### src/rtl/fetch_control.sv
// fetch_control: instruction-fetch controller resolving jumps/branches, load-use stalls and IF/ID staging
// Ports: clk/reset (async, active-low); ins/current_address from program memory; rs_data/rs_addr
// register-file read; jmp_loc/pc_mux_sel/stall/stall_pm back to PC and memory; id_* IF/ID stage; halted.
module fetch_control #(
  parameter int AW = 16,
  parameter int IW = 32
) (
  input  logic          clk,
  input  logic          reset,
  input  logic [IW-1:0] ins,
  input  logic [AW-1:0] current_address,
  input  logic [15:0]   rs_data,
  output logic [3:0]    rs_addr,
  output logic [AW-1:0] jmp_loc,
  output logic          pc_mux_sel,
  output logic          stall,
  output logic          stall_pm,
  output logic          id_valid,
  output logic [IW-1:0] id_ins,
  output logic [AW-1:0] id_pc,
  output logic          halted
);
  typedef enum logic [1:0] {RUN, REPLAY, FLUSH, HALT} state_t;
  state_t        r_state, w_next;
  logic          r_id_valid, r_ld_pend;
  logic [IW-1:0] r_id_ins;
  logic [AW-1:0] r_id_pc;
  logic [3:0]    r_ld_rd;
  logic [3:0]    w_op, w_rd, w_rs, w_rt;
  logic          w_uses_rs, w_uses_rt, w_hazard, w_taken, w_branch;
  logic          w_stall, w_sel, w_issue;
  assign w_op = ins[31:28];
  assign w_rd = ins[27:24];
  assign w_rs = ins[23:20];
  assign w_rt = ins[19:16];
  assign w_uses_rs = (w_op >= 4'h1 && w_op <= 4'h9) || w_op == 4'hB || w_op == 4'hC;
  assign w_uses_rt = (w_op >= 4'h1 && w_op <= 4'h7) || w_op == 4'h9;
  assign w_hazard = r_ld_pend && ((w_uses_rs && r_ld_rd == w_rs) || (w_uses_rt && r_ld_rd == w_rt));
  assign w_branch = w_op == 4'hB || w_op == 4'hC;
  assign w_taken = w_op == 4'hA || (w_op == 4'hB && rs_data == 16'd0) || (w_op == 4'hC && rs_data != 16'd0);
  always_comb begin
    w_next = r_state;
    w_stall = 1'b0;
    w_sel = 1'b0;
    w_issue = 1'b0;
    if (r_state == HALT) begin
      w_stall = 1'b1;
    end else if (r_state == FLUSH) begin
      w_next = RUN;
    end else if (w_op == 4'hF) begin
      w_stall = 1'b1;
      w_next = HALT;
    end else if (r_state == RUN && w_hazard) begin
      // the held instruction comes back under REPLAY, where this check is skipped
      w_stall = 1'b1;
      w_next = REPLAY;
    end else if (w_taken) begin
      w_sel = 1'b1;
      w_next = FLUSH;
    end else begin
      w_issue = !w_branch;
      w_next = RUN;
    end
  end
  always_ff @(posedge clk or negedge reset) begin
    if (!reset) begin
      r_state <= RUN;
      r_id_valid <= 1'b0;
      r_id_ins <= '0;
      r_id_pc <= '0;
      r_ld_pend <= 1'b0;
      r_ld_rd <= 4'd0;
    end else begin
      r_state <= w_next;
      r_id_valid <= w_issue;
      if (w_issue) begin
        r_id_ins <= ins;
        r_id_pc <= current_address;
      end
      r_ld_pend <= w_issue && w_op == 4'h8;
      r_ld_rd <= (w_issue && w_op == 4'h8) ? w_rd : 4'd0;
    end
  end
  assign rs_addr = w_rs;
  assign jmp_loc = AW'(ins[15:0]);
  assign pc_mux_sel = reset && w_sel;
  assign stall = reset && w_stall;
  assign stall_pm = reset && w_stall;
  assign id_valid = r_id_valid;
  assign id_ins = r_id_ins;
  assign id_pc = r_id_pc;
  assign halted = r_state == HALT;
endmodule
### config.mk
export PLATFORM = sky130hd
export DESIGN_NAME = fetch_control
export DESIGN_NICKNAME = d
export VERILOG_FILES = /design/src/rtl/fetch_control.sv
export SDC_FILE = /design/constraint.sdc
export NUM_CORES = 1
export LEC_CHECK = 0
export ABC_AREA = 1
export BUFFER_PORTS_ARGS = -buffer_cell sky130_fd_sc_hd__buf_2
export CAP_MARGIN = 10
export CORE_AREA = 2 2 92 94
export DETAILED_ROUTE_END_ITERATION = 8
export DIE_AREA = 0 0 94 96
export PLACE_DENSITY = 0.72
export SYNTH_ARGS = -nofsm -noshare
export SYNTH_HDL_FRONTEND = slang
export SYNTH_SLANG_ARGS = --single-unit
export TNS_END_PERCENT = 1
### constraint.sdc
create_clock -name clk -period 1.93 [get_ports clk]
set_input_delay 0.193 -clock clk [delete_from_list [all_inputs] [get_ports clk]]
set_output_delay 0.193 -clock clk [all_outputs]
set_load 0.02 [all_outputs]
==> run metrics <==
Die Ht=96 um; dpl hpwl=5421 um; Power Dens Cells=1436 nW/um2; most numerous cell on the critical path=nand2_1; Critical R2R Launch=r_ld_rd[0]$_DFF_PN0_; dpl ws=0.2695 ns; Worst setup startpoint=r_ld_rd[0]$_DFF_PN0_; final antenna-violating net count=0; Critical Path Slowest Stage Cell=dfrtp_1; global-route wire length before repair=11930 um; Synth cell types=18; antenna violations before repair=0; GRT Total Usage=16.59%; Core ar.=8051 um2; Syn Area/Cell=7.665 um2; # port buffers=138; die area=9024 um2; placed insts=611; CP Launch Type=flip-flop; Initial DRC Count=83; VDD IR max=581.9 uV; Cell Rows=33; drc violations=0; GPL Wtd Cong=0.7961; CP Data Required Time=1.74 ns; Final min period=1.879 ns; register area share after synthesis=46.05%; final hold violations=0; cts hold-fix bufs=0; clock tree root driver cell=clkbuf_8; WP data arrival=1.69 ns; total CTS buffers=5; Final Cycle Share=97.38%; Max-Slew Margin vs Limit=51.78%; crit-path cells=inv_1 > nand2_1 > nand2_1 > nor2_2 > nand3_1 > nand2_1 > a21oi_2 > nor3_2 > buf_4; worst-margin pin slew=0.7233 ns; worst min-delay path category=in -> reg; synthesized area=3043 um2; post-synthesis net count=463; WL final=7274 um; Final Util=47.33%; DR vias/cell=4.418; CTS tree=built; I/O pin cnt=139; width of the die=94 um; Clock Sinks=56; area grow syn2layout=25.25%; DR pass1 iterations=4; clk_skew=0.008131 ns; CP Class=reg -> out; Mapped Cells=397; status=completed; Max Cap Viol=0; Worst Path Max Fanout=3; layout cells sized above 1=33.20%; Setup TNS=0 ns; Crit. End Element=primary output; synth warn=0; final setup margin=0.05053 ns; clk_lat worst skew=0.31 ns; RSZ-0062 raised after global routing=yes; Final #Nets=580; Final Max Slew Viols=0; grt ovf=0; Initial Utilization=37.79%; hold path start=current_address[6]; Setup violations, final=0; #FFs+latches synth=56; Max Freq=532.1 MHz; largest stage delay on the critical path=0.38 ns; leak pwr=2.409 nW; clock buffer depth=2; Routed WL per cell=11.73 um; Worst-path clk slew=0.11 ns; CTS H-tree lvls=2; fin cells=620; largest net degree at the start of global routing=57; vias=2739; vias in the first global route=2565; antenna diode count=0
what timing repair did:
item,in CTS,in global routing
setup buffers,0,1
resized for setup,1,14
setup endpoints to repair,2,3
pin swaps,0,7
endpoints found under the hold margin,0,0
critical path, delay by kind of cell, from the launching register on:
kind / cells / cell delay, ns
compound gates: 1 / 0.08
buf+inv: 2 / 0.24
flops: 1 / 0.38
simple gates: 6 / 0.68
kinds of logic (layout without fill, tap and decap cells):
family	Yosys count	in the layout	synth area share, %
DFF	56	56	46.05
and+or+nand+nor	180	180	23.48
AOI/OAI and AO/OA	51	51	12.42
buffers and inverters	110	228	18.05
sequential cells by signal (all words and copies together), names as in the netlist:
signal	cells
id_ins	32
id_pc	16
r_ld_rd	4
r_state	2
id_valid	1
r_ld_pend	1
cells in the final DEF (no fill, tap or decap), drive strengths merged:
cell,count
nand4,1
buf,146
nand2,138
nor3,4
bufinv,1
clkinv,2
inv,74
a21oi,2
o21bai,49
dfrtp,56
nor3b,1
clkbuf,5
nand3,8
nor2,28
power breakdown:
| group | leakage [nW] | switching (mW) | internal, mW | total, mW |
|---|---|---|---|---|
| Combinational | 1.66 | 1.74 | 0.990 | 2.73 |
| Clock | 0.0583 | 0.393 | 0.392 | 0.784 |
| Sequential | 0.691 | 0.268 | 1.70 | 1.96 |
path summary, 6_finish.rpt:
kind	cells after the start	endpoint	slack (ns)
worst min register to register	2	r_state[0]$_DFFE_PN0N_	0.59
worst max-delay path	9	stall	0.05
worst max register to register	12	id_ins[2]$_DFFE_PN0P_	0.30
min in group asynchronous	2	id_ins[4]$_DFFE_PN0P_	0.10
max in group asynchronous	2	r_state[1]$_DFFE_PN0N_	1.36
worst min-delay path	3	id_pc[6]$_DFFE_PN0P_	0.08
synth_stat cells:
cell	number	area [um2]
nand4_1	1	6.260
nor3_1	4	20.02
nand2_1	137	514.2
a21oi_1	2	10.01
nor2_4	1	11.26
nand3_1	7	35.03
buf_6	5	56.30
inv_2	1	3.750
nor3b_1	1	7.510
nor2_2	1	6.260
nand3_2	1	10.01
dfrtp_1	56	1401
inv_1	73	274.0
nand2_2	1	6.260
nor2_1	26	97.59
buf_4	24	180.2
buf_2	7	35.03
o21bai_1	49	367.9
final cells by class:
cell class                 instances  area, um2
tap                              105      131.4
clock buffer                       5      68.82
fill                             835       4240
multi-input combinational        231       1129
sequential                        56       1401
inverter                          74      277.8
timing repair buffer             146      755.7
clock inverter                     3      47.55
through the flow:
| stage | total power, mW | hold WS, ns | cell area, um2 |
|---|---|---|---|
| finish | 5.473 | 0.07917 | 3811 |
| global route | 5.960 | 0.05617 | 3811 |
| global placement | 4.645 | 0.3967 | 3646 |
| floorplan | 3.876 | -0.1026 | 3043 |
| detailed placement | 4.709 | 0.4012 | 3646 |
| CTS | 5.532 | 0.06420 | 3767 |
per-layer routing:
layer / track usage [%] / share of wire [%]
met5: 0 / 0
met4: 3.865 / 0.84
met3: 3.602 / 6.9
met2: 28.81 / 49
met1: 21.23 / 44
(Power assumes the default switching activity.)
